### src/rtl/fifo_rd_ctrl.sv
// Read-side controller for the universal FIFO: read pointer tracking, block-RAM
// read issue and a 2-entry first-word-fall-through prefetch buffer.
module fifo_rd_ctrl #(
  parameter int DATA_WIDTH = 32,
  parameter int MEM_DEPTH  = 150,
  localparam int AW        = $clog2(MEM_DEPTH)
) (
  input  logic                  rd_clk,
  input  logic                  rd_rst_n,
  input  logic [AW:0]           wr_ptr_i,
  output logic [AW:0]           rd_ptr_o,
  output logic                  mem_rd_en_o,
  output logic [AW-1:0]         mem_rd_addr_o,
  input  logic [DATA_WIDTH-1:0] mem_rd_data_i,
  output logic                  m_valid_o,
  input  logic                  m_ready_i,
  output logic [DATA_WIDTH-1:0] m_data_o,
  output logic                  empty_o,
  output logic [AW:0]           level_o
);

  localparam logic [AW:0]   DEPTH_W = (AW+1)'(MEM_DEPTH);
  localparam logic [AW-1:0] LAST_A  = AW'(MEM_DEPTH - 1);

  logic [AW:0]           rd_ptr_q, rd_ptr_nxt;
  logic                  pend_q;
  logic [1:0]            buf_cnt_q, buf_cnt_nxt;
  logic [DATA_WIDTH-1:0] buf0_q, buf1_q, buf0_nxt, buf1_nxt;

  logic [AW-1:0] ra, wa;
  logic [AW:0]   mem_cnt_raw, mem_cnt;
  logic [2:0]    occ_after;
  logic [1:0]    tail;
  logic          pop, issue;

  assign ra = rd_ptr_q[AW-1:0];
  assign wa = wr_ptr_i[AW-1:0];

  always_comb begin
    if (wr_ptr_i[AW] == rd_ptr_q[AW])
      mem_cnt_raw = {1'b0, wa} - {1'b0, ra};
    else
      mem_cnt_raw = DEPTH_W - {1'b0, ra} + {1'b0, wa};
  end

  // Held at zero in reset so empty/level report an empty FIFO regardless of wr_ptr_i.
  assign mem_cnt = rd_rst_n ? mem_cnt_raw : '0;

  assign pop       = m_valid_o & m_ready_i;
  assign occ_after = {1'b0, buf_cnt_q} + {2'b00, pend_q} - {2'b00, pop};
  assign issue     = rd_rst_n & (mem_cnt != '0) & (occ_after < 3'd2);

  always_comb begin
    if (ra == LAST_A)
      rd_ptr_nxt = {~rd_ptr_q[AW], {AW{1'b0}}};
    else
      rd_ptr_nxt = {rd_ptr_q[AW], ra + AW'(1)};
  end

  // Pop shifts the buffer first; returned data then lands at the post-pop tail.
  always_comb begin
    buf0_nxt    = buf0_q;
    buf1_nxt    = buf1_q;
    buf_cnt_nxt = buf_cnt_q - {1'b0, pop} + {1'b0, pend_q};
    tail        = buf_cnt_q - {1'b0, pop};
    if (pop)
      buf0_nxt = buf1_q;
    if (pend_q) begin
      if (tail == 2'd0)
        buf0_nxt = mem_rd_data_i;
      else
        buf1_nxt = mem_rd_data_i;
    end
  end

  always_ff @(posedge rd_clk or negedge rd_rst_n) begin
    if (!rd_rst_n) begin
      rd_ptr_q  <= '0;
      pend_q    <= 1'b0;
      buf_cnt_q <= '0;
      buf0_q    <= '0;
      buf1_q    <= '0;
    end else begin
      if (issue)
        rd_ptr_q <= rd_ptr_nxt;
      pend_q    <= issue;
      buf_cnt_q <= buf_cnt_nxt;
      buf0_q    <= buf0_nxt;
      buf1_q    <= buf1_nxt;
    end
  end

  assign rd_ptr_o      = rd_ptr_q;
  assign mem_rd_en_o   = issue;
  assign mem_rd_addr_o = ra;
  assign m_valid_o     = (buf_cnt_q != 2'd0);
  assign m_data_o      = buf0_q;
  assign empty_o       = (mem_cnt == '0) & ~pend_q & (buf_cnt_q == 2'd0);
  assign level_o       = mem_cnt + {{AW{1'b0}}, pend_q} + (AW+1)'(buf_cnt_q);

endmodule
### config.mk
export PLATFORM = sky130hd
export DESIGN_NAME = fifo_rd_ctrl
export DESIGN_NICKNAME = d
export VERILOG_FILES = /design/src/rtl/fifo_rd_ctrl.sv
export SDC_FILE = /design/constraint.sdc
export NUM_CORES = 1
export LEC_CHECK = 0
export ABC_CLOCK_PERIOD_IN_PS = 3750
export BUFFER_PORTS_ARGS = -buffer_cell sky130_fd_sc_hd__buf_2
export CAP_MARGIN = 20
export CORE_AREA = 2 2 139 141
export DETAILED_ROUTE_END_ITERATION = 8
export DIE_AREA = 0 0 141 143
export PLACE_DENSITY = 0.49
export SETUP_SLACK_MARGIN = 0.5
export SLEW_MARGIN = 20
export SYNTH_ARGS = -nofsm -noshare
export SYNTH_HDL_FRONTEND = slang
export SYNTH_SLANG_ARGS = --single-unit
### constraint.sdc
create_clock -name rd_clk -period 3.75 [get_ports rd_clk]
set_input_delay 0.1875 -clock rd_clk [delete_from_list [all_inputs] [get_ports rd_clk]]
set_output_delay 0.1875 -clock rd_clk [all_outputs]
set_load 0.01 [all_outputs]
Word level (Yosys, flattened, before mapping). Cells that the tools add are included.

Flip-flop bits (word level): 76. Output and inout bits: 61. Input port bits: 44. Logic and storage cells: 40.

Bitwise gates (word level): 8. Reduce and logical (&&, ||, !) cells: 7. Magnitude comparators: 1. Equal/unequal tests: 2. Muxes and demuxes: 6. $add $sub $neg: 10.

Operator list (count): 32-bit 2-to-1 mux (3); 9-bit 2-to-1 mux (2); 9-bit by 1-bit adder with 9-bit output (1); 9-bit by 2-bit adder with 9-bit output (1); 9-bit by 8-bit adder with 9-bit output (1); 9-bit zero test (1); 9-bit nonzero test (1); 8-bit by 8-bit subtractor with 9-bit output (1); 8-bit by 8-bit subtractor with 9-bit output (first input constant) (1); 8-bit by 1-bit adder with 8-bit output (second input constant) (1); 8-bit equality test (second input constant) (1); 8-bit 2-to-1 mux (1); 1-bit bitwise AND (5); 2-bit zero test (2); 2-bit AND reduction (2); 2-bit by 1-bit adder with 3-bit output (1); 3-bit by 2-bit < comparator with 1-bit output (second input constant) (1); 1-bit inverter (3); 3-bit by 1-bit subtractor with 3-bit output (1); 2-bit by 1-bit adder with 2-bit output (1); 2-bit nonzero test (1); 2-bit by 1-bit subtractor with 2-bit output (1); 1-bit equality test (1).

Longest topological paths before layout. Gate-level depths: netlist of the first run.

Depth after elaboration: 8. Mapped depth: 15. Gate-level depth less buffers: 14.

Worst setup path after synthesis of the first run. OpenSTA, ideal clock, no wires.

Kind: flip-flop to flip-flop. Start: reg rd_ptr_q[1] (netlist: rd_ptr_o[1]). End: reg rd_ptr_q[1] (netlist: rd_ptr_o[1]). Stages on the path, launching flop included: 14. Clock period less this slack: 3.343 ns. Path buffers: 1. Data arrival time: 3.218 ns. Setup time: 0.125 ns. Slack: 0.407 ns. Required time: 3.625 ns. Cell sequence: dfrtp_1 > ha_1 > inv_1 > ha_1 > inv_1 > fa_1 > nor2_1 > a211oi_2 > mux2i_1 > or4b_4 > and4_1 > buf_6 > a31oi_4 > mux2_4.

Cells in the longest elaborated chain, start to end: 7. Elaborated cells between the ends (all ways): 11. Classes of those cells: 4 x add/sub; 1 x eq/ne; 3 x mux; 2 x bitwise; 1 x reduce/logical.

Ends and longest elaborated chain: from (decl) (line 25) `logic [AW:0] rd_ptr_q, rd_ptr_nxt;`; from (signal assigned) (line 85) `rd_ptr_q <= rd_ptr_nxt;`; 8-bit by 8-bit subtractor with 9-bit output (line 43) `mem_cnt_raw = DEPTH_W - {1'b0, ra} + {1'b0, wa};`; 9-bit by 8-bit adder with 9-bit output (line 43); 9-bit 2-to-1 mux (*) (line 40) `if (wr_ptr_i[AW] == rd_ptr_q[AW])`; 9-bit 2-to-1 mux (*) (line 47) `assign mem_cnt = rd_rst_n ? mem_cnt_raw : '0;`; 9-bit nonzero test (*) (line 51) `assign issue = rd_rst_n & (mem_cnt != '0) & (occ_after < 3'd2);`; 1-bit bitwise AND (*) (2 in series) (line 51); named net mem_rd_en_o (line 12) `output logic mem_rd_en_o,`.

Mark *: on every way through the listed nets, which the timed path passes. The rest lies on a longest branch. A chain may end at the register's enable or synchronous reset.

Worst setup path after layout of the first run.
Start: reg rd_ptr_q[3] (netlist: rd_ptr_o[3]). End: out level_o[8].

Cells in the longest elaborated chain, start to end: 6. Elaborated cells between the ends (all ways): 7. Classes of those cells: 5 x add/sub; 2 x mux.

Ends and longest elaborated chain: 8-bit by 8-bit subtractor with 9-bit output (line 43); 9-bit by 8-bit adder with 9-bit output (line 43); 9-bit 2-to-1 mux (*) (line 40); 9-bit 2-to-1 mux (*) (line 47); 9-bit by 1-bit adder with 9-bit output (*) (line 99) `assign level_o = mem_cnt + {{AW{1'b0}}, pend_q} + (AW+1)'(buf_cnt_q);`; 9-bit by 2-bit adder with 9-bit output (*) (line 99); to (decl) (line 19) `output logic [AW:0] level_o`.

Mark *: on every way between the ends. The rest lies on a longest branch, timed or not.

==> impl_metrics.tcl, run 1 <==
set metrics [dict create \
    status "complete, no violations" \
    finalNonFillerCells 818 \
    htree_levels 3 \
    coreArea_um2 18600 \
    drv_slew 0 \
    die_h_um 143 \
    grt_max_degree 41 \
    floorplan.die_area_um2 20200 \
    synthCells 434 \
    ys_dominant_reg_cell "dfrtp_1" \
    grt_use_met2_pct 22.6 \
    drt_iter0_drc 123 \
    required_ns 3.56 \
    die_w_um 141 \
    fin_tns_setup_ns 0 \
    cp-end-kind "primary output" \
    gr-max-usage-layer "met2" \
    vdd_drop_max_uv 279 \
    cts_tree "built" \
    min_period_ns 3.45 \
    dr_total_vias 3810 \
    ys_types 59 \
    period_share_pct 92.1 \
    syn2layout_area_growth_pct 39.2 \
    rows 50 \
    ys_seq_area_share_pct 41.4 \
    dp.cells 760 \
    hpwl_um 9010 \
    start_util_pct 24.7 \
    grt_pass1_wl_um 20900 \
    routedWlPerCell_um 16.2 \
    use_met3_pct 2.95 \
    avgViaCountPerCell 4.66 \
    grt_pass1_vias 4031 \
    worst_pin_slew_ns 0.662 \
    wl_um 13200 \
    antenna_found_initial 1 \
    hold_viol_final 0 \
    place_congestion 0.858 \
    slowest_stage "fa_2" \
    ys_ff_latch 76 \
    first_pass_iters 4 \
    yosysTopAreaCellShare_pct 41.4 \
    synth_edf_count 0 \
    grt_util_met1_pct 16.2 \
    drv_cap 0 \
    critical_path.cell_chain "inv_4, ha_4, fa_2, nor2_4, a211oi_2, mux2i_2, nor3_2, or4b_4, nor3_4, xnor2_1, buf_2" \
    crit_fanout 4 \
    cts_buffer_depth 2 \
    cts_made_buffers 9 \
    worst_slew_margin_rel_pct 55.7 \
    insertion_delay_ns 0.33 \
    cp_data_arrival_time_ns 3.27 \
    cts_sinks 76 \
    start_kind "flop" \
    cp_slowest_stage_delay_ns 0.65 \
    hold_class "input pin to flop" \
    postSynthAreaPerCell_um2 10.6 \
    grt_usage_pct 13.1 \
    path_class "flop to primary output" \
    clkSlewWorstSetupHoldPaths_ns 0.06 \
    grt-ovfl-total 0 \
    setup_viol 0 \
    synth_fp_nets 509 \
    port_buffers 104 \
    fmax_ghz 0.290 \
    fin_worst_skew_ns 0.00653 \
    drive_gt1_share_pct 48.0 \
    syn_area_um2 4590 \
    num_io_pins 105 \
    nets 653 \
    p_per_area_nw_per_um2 835 \
    rsz0062_at_grt "yes" \
    drc 0 \
    synth_top_area_cell "dfrtp_1" \
    synthTopCellsByArea "dfrtp_1, mux2_2, mux2i_1, ha_1, o21ai_0" \
    fin_hold_ws_ns 0.0724 \
    cts-root-buf "clkbuf_16" \
    async_reset_ff_share_pct 100 \
    synth_warnings 0 \
    power.leakage_nw 2.92 \
    ant_nets 0 \
]
[per-layer routing]
layer / wire (um) / share of wire, % / up-vias
met5: 0 / 0 / -
met4: 221 / 1.7 / 0
met3: 675 / 5.1 / 16
met2: 6700 / 51 / 116
met1: 5650 / 43 / 1867
li1: - / - / 1811
[Yosys cell counts (2+ instances only)]
cell type,n
mux2_2,33
buf_1,3
nor4_1,4
o2bb2ai_1,2
mux2i_1,35
nor2_1,13
a21oi_1,4
clkbuf_1,10
o21ai_0,38
or3_1,3
nand2b_1,4
nor3_1,4
nand4_1,2
fa_1,8
nand3b_1,2
nand3_1,6
and3_1,4
o21a_1,2
o211ai_1,2
buf_4,9
inv_1,27
mux2_4,2
o211a_1,2
dfrtp_1,76
nor3b_1,3
xor2_1,6
or2_2,3
a211oi_1,6
xnor2_1,10
o21bai_1,2
a21o_1,3
a31oi_1,5
and2_1,3
a311oi_1,3
ha_1,23
nor2b_1,5
nand2_1,44
o21ai_1,2
[kinds of logic after synthesis]
family	share of synthesized area, %
buf+inv	5.10
simple gates	12.4
fa+ha+maj	9.76
flops	41.4
compound gates	11.5
mux	16.4
xor+xnor	3.41
[area by class of cell]
cell class | instances | area [um2]
multi-input cells | 307 | 2830
well taps | 234 | 293
flip-flops and latches | 76 | 1910
clock inverters | 6 | 40.0
clock buffers | 10 | 229
diodes | 1 | 2.50
fillers | 1914 | 12200
inverters | 27 | 106
repair buffers | 157 | 977
[worst max-delay path: cells and delay by family, from the launching register on]
family                     cells  cell delay, ns
DFF                            1            0.39
buffers and inverters          2            0.21
muxes                          1            0.15
AOI/OAI and AO/OA              1            0.24
adders and majority gates      2            0.81
xor gates and xnor gates       1            0.14
and+or+nand+nor                4            1.01
[registers in the layout, summed over array words and instances (netlist names)]
signal and flops:
rd_ptr_o 9, pend_q 1, m_data_o 32, buf_cnt_q 2, buf1_q 32
[where the power goes]
| group | internal [mW] | switching, mW |
|---|---|---|
| Clock | 0.448 | 0.348 |
| Combinational | 1.51 | 1.57 |
| Sequential | 1.23 | 0.230 |
| Total | 3.18 | 2.15 |
[metrics by stage]
stage | util, % | total power [mW] | worst slack [ns] | area, um2
2_1_floorplan | - | 3.06 | 0.513 | 4600
3_3_place_gp | 29.1 | 3.77 | 0.182 | 5410
3_5_place_dp | 29.1 | 3.85 | 0.108 | 5410
4_1_cts | 33.0 | 5.12 | 0.262 | 6130
5_1_grt | 34.4 | 5.75 | 0.179 | 6390
6_report | 34.4 | 5.33 | 0.297 | 6390
[placed cells by master, fill, tap and decap left out, types with 6 or more instances in the layout]
cell,n
o21ai_0,35
ha_1,12
mux2i_1,34
ha_4,8
buf_6,7
inv_2,6
mux2_2,32
clkbuf_16,9
xnor2_1,8
dfrtp_1,71
inv_1,19
nand2_1,42
buf_2,102
buf_4,45
nor2_1,12
[path summary, 6_finish.rpt]
check	startpoint	endpoint	slack, ns	cells past startpoint
max	rd_ptr_o[3]	level_o[8]	0.30	11
min	mem_rd_data_i[15]	m_data_o[15]	0.07	3
max reg2reg	rd_ptr_o[3]	rd_ptr_o[1]	0.40	12
min reg2reg	buf1_q[23]	buf1_q[23]	0.51	1
max in group asynchronous	rd_rst_n	rd_ptr_o[5]	2.67	3
min in group asynchronous	rd_rst_n	pend_q	0.28	2
[repair_timing]
item,in CTS,in global routing
setup endpoints to repair,16,16
hold buffers,1,0
gates resized for setup,55,28
pin swaps,29,21
gates cloned,0,0
hold endpoints to repair,8,0
buffers inserted,25,15
No activity file was read; power rests on OpenSTA's default activity.
==> inputs of run 2 (changes only) <==
Settings changed: ABC_AREA from default to 1, CAP_MARGIN 20 to 30, CORE_AREA 2 2 139 141 to 2 2 140 142, DIE_AREA 0 0 141 143 to 0 0 142 144, PLACE_DENSITY 0.49 to default, PLACE_DENSITY_LB_ADDON from default to 0.25.
==> run 2 against run 1 <==
Register-to-register slack better by 0.71 ns. Hold slack better by 0.034 ns. Critical path depth up 4. Worst setup slack better by 0.35 ns. Flip-flop and latch count unchanged. Synthesized cell count up 29%. Maximum frequency up 11%. Power up 1.3%. Count of clock-buffer cells in the layout down 1. Clock power up 15%. Non-clock buffer count down 36. Wire length down 8.5%. Critical endpoint is now level_o[7]. Highest routed layer unchanged.
==> impl_metrics.tcl, run 2 <==
set metrics [dict create \
    status "complete, no violations" \
    drc 0 \
    rows 51 \
    synth_edf_count 0 \
    synth_top_area_cell "dfrtp_1" \
    die_w_um 142 \
    die_h_um 144 \
    async_reset_ff_share_pct 100 \
    place_congestion 0.797 \
    critical_path.cell_chain "ha_4, inv_4, ha_4, inv_2, fa_2, nand2_4, nand2_4, nor2_4, inv_2, or2_4, nor2_4, nand3_2, nor2_2, xnor2_1, buf_2" \
    fmax_ghz 0.322 \
    dr_total_vias 3989 \
    drv_cap 0 \
    clkSlewWorstSetupHoldPaths_ns 0.06 \
    wl_um 12100 \
    place_area_um2 5400 \
    ys_seq_area_share_pct 40.6 \
    synth_fp_nets 637 \
    whs_path_depth 2 \
    power.leakage_nw 2.96 \
    grt_max_degree 65 \
    pwr-share-comb_pct 54.9 \
    htree_levels 3 \
    coreArea_um2 19100 \
    insertion_delay_ns 0.33 \
    p_per_area_nw_per_um2 907 \
    nets 741 \
    synth_warnings 0 \
    drive_gt1_share_pct 33.0 \
    fin_ws_ns 0.649 \
    cp_slowest_stage_delay_ns 0.45 \
    num_io_pins 105 \
    switching_share_pct 43.5 \
    fin_util_pct 31.2 \
    holdCritStartpoint "mem_rd_data_i[14]" \
    first_pass_iters 4 \
    drt_iter0_drc 85 \
    grt-ovfl-total 0 \
    cp_num_buf_inv 4 \
    cp_data_arrival_time_ns 2.91 \
    crit_fanout 4 \
    cts-root-buf "clkbuf_16" \
    start_kind "flop" \
    power_frac_seq_pct 28.1 \
    rsz0062_at_grt "yes" \
    min_to "buf1_q[14]" \
    cts_made_buffers 9 \
    port_buffers 104 \
    cts_sinks 76 \
    final_cell_mix "nand2_1, buf_2, dfrtp_1" \
    grt_pass1_wl_um 19500 \
    min_period_ns 3.10 \
    grt_pass1_vias 3778 \
    reg2reg_from "rd_ptr_o[1]" \
    hold_viol_final 0 \
    internal-power_mw 3.06 \
    yosysTopAreaCellShare_pct 40.6 \
    floorplan.die_area_um2 20400 \
    required_ns 3.56 \
    ys_dominant_reg_cell "dfrtp_1" \
    yosysMostFrequentCell "nand2_1" \
    rrSetupSlack_ns 1.11 \
    avgViaCountPerCell 4.39 \
    setup_viol 0 \
    hpwl_um 8590 \
    start_util_pct 24.5 \
    ys_ff_latch 76 \
    ys_types 39 \
    power_frac_clock_pct 17.0 \
    num_antenna_cells 0 \
    fin_tns_setup_ns 0 \
    worst_pin_slew_ns 0.797 \
    antenna_found_initial 0 \
    cts_tree "built" \
    routedWlPerCell_um 13.3 \
    synthTopCellsByArea "dfrtp_1, nand2_1, ha_1, inv_1, mux2_2" \
    synthTopCellsByCount "nand2_1, dfrtp_1, inv_1" \
    reg2reg_depth 18 \
    cts_buffer_depth 2 \
    slowest_stage "fa_2" \
    p_switching_mw 2.35 \
    r2r-end "rd_ptr_o[8]" \
    ant_nets 0 \
    hold_class "input pin to flop" \
    finalNonFillerCells 908 \
    syn2layout_area_growth_pct 27.3 \
    period_share_pct 82.7 \
    cp-end-kind "primary output" \
    postSynthAreaPerCell_um2 8.33 \
    synthCells 562 \
    syn_area_um2 4680 \
    final_common_cell "nand2_1" \
    fin_hold_ws_ns 0.106 \
    vdd_drop_max_uv 353 \
    worst_slew_margin_rel_pct 46.3 \
    grt_usage_pct 12.1 \
    dp.cells 881 \
    pre_cts_slack_ns 0.715 \
    design_power_total_mw 5.40 \
    path_class "flop to primary output" \
    crit_family "adder cells" \
    drv_slew 0 \
    fin_worst_skew_ns 0.00963 \
    fin_area_um2 5960 \
]
[run 2: how the worst max path moves through the flow]
| stage | cells past startpoint | slack (ns) | endpoint | start |
|---|---|---|---|---|
| after floorplan | 11 | 0.74 | buf1_q[24] | buf_cnt_q[1] |
| after global placement | 16 | 0.69 | level_o[8] | rd_ptr_o[0] |
| after detailed placement | 16 | 0.72 | level_o[8] | rd_ptr_o[1] |
| after CTS | 15 | 0.51 | mem_rd_en_o | rd_ptr_o[2] |
| after global routing | 15 | 0.47 | level_o[7] | rd_ptr_o[1] |
| final | 15 | 0.65 | level_o[7] | rd_ptr_o[1] |
[run 2: power by group through the flow]
stage          registers (mW)  logic (mW)  clock network, mW
2_1_floorplan            1.58        1.96                  0
5_1_grt                  1.58        3.37              0.982
3_5_place_dp             1.53        2.78                  0
4_1_cts                  1.51        2.85              0.950
6_report                 1.52        2.97              0.918
3_3_place_gp             1.53        2.78                  0
[run 2: metal layers]
layer	global-route usage [%]	vias to the layer above	wire length [um]
met1	16.1	1875	5660
met3	2.48	10	537
met5	0	-	0
met2	19.8	92	5770
li1	-	2012	-
met4	4.16	0	153
[run 2: cell type report]
| type | count | area, um2 |
|---|---|---|
| fillers | 2024 | 13100 |
| multi-input cells | 378 | 2460 |
| flip-flops and latches | 76 | 1910 |
| repair buffers | 121 | 666 |
| inverters | 80 | 310 |
| well taps | 238 | 298 |
| clock buffers | 9 | 225 |
| clock inverters | 6 | 87.6 |
[run 2: worst reg2reg max path, cell delays in order, from the launching register on]
cell	delay, ns
dfrtp_2	0.43
ha_4	0.27
inv_4	0.05
ha_4	0.12
inv_2	0.04
fa_2	0.38
nor2_1	0.11
nand3_1	0.11
nand2_1	0.08
nand2_1	0.05
nand3_1	0.06
nand2_1	0.08
nor2_4	0.19
nor2_4	0.07
nand4_4	0.14
buf_4	0.14
nand3_1	0.06
nand2_1	0.09
nand2_1	0.04
[run 2: cell families (layout without fill, tap and decap cells)]
kind of cell    count (synthesis)  after routing  share of synthesized area, %
simple gates                  239            239                          23.9
compound gates                 77             77                          9.32
fa+ha+maj                      31             31                          9.56
buf+inv                       108            216                          9.80
xor+xnor                       12             12                          2.24
mux                            19             19                          4.57
flops                          76             76                          40.6
[run 2: repair_timing]
action,in CTS,in global routing
setup buffers,3,7
gates resized for setup,8,31
setup endpoints to repair,4,5
endpoints found under the hold margin,22,0
pin swaps,1,13
hold buffers,2,0
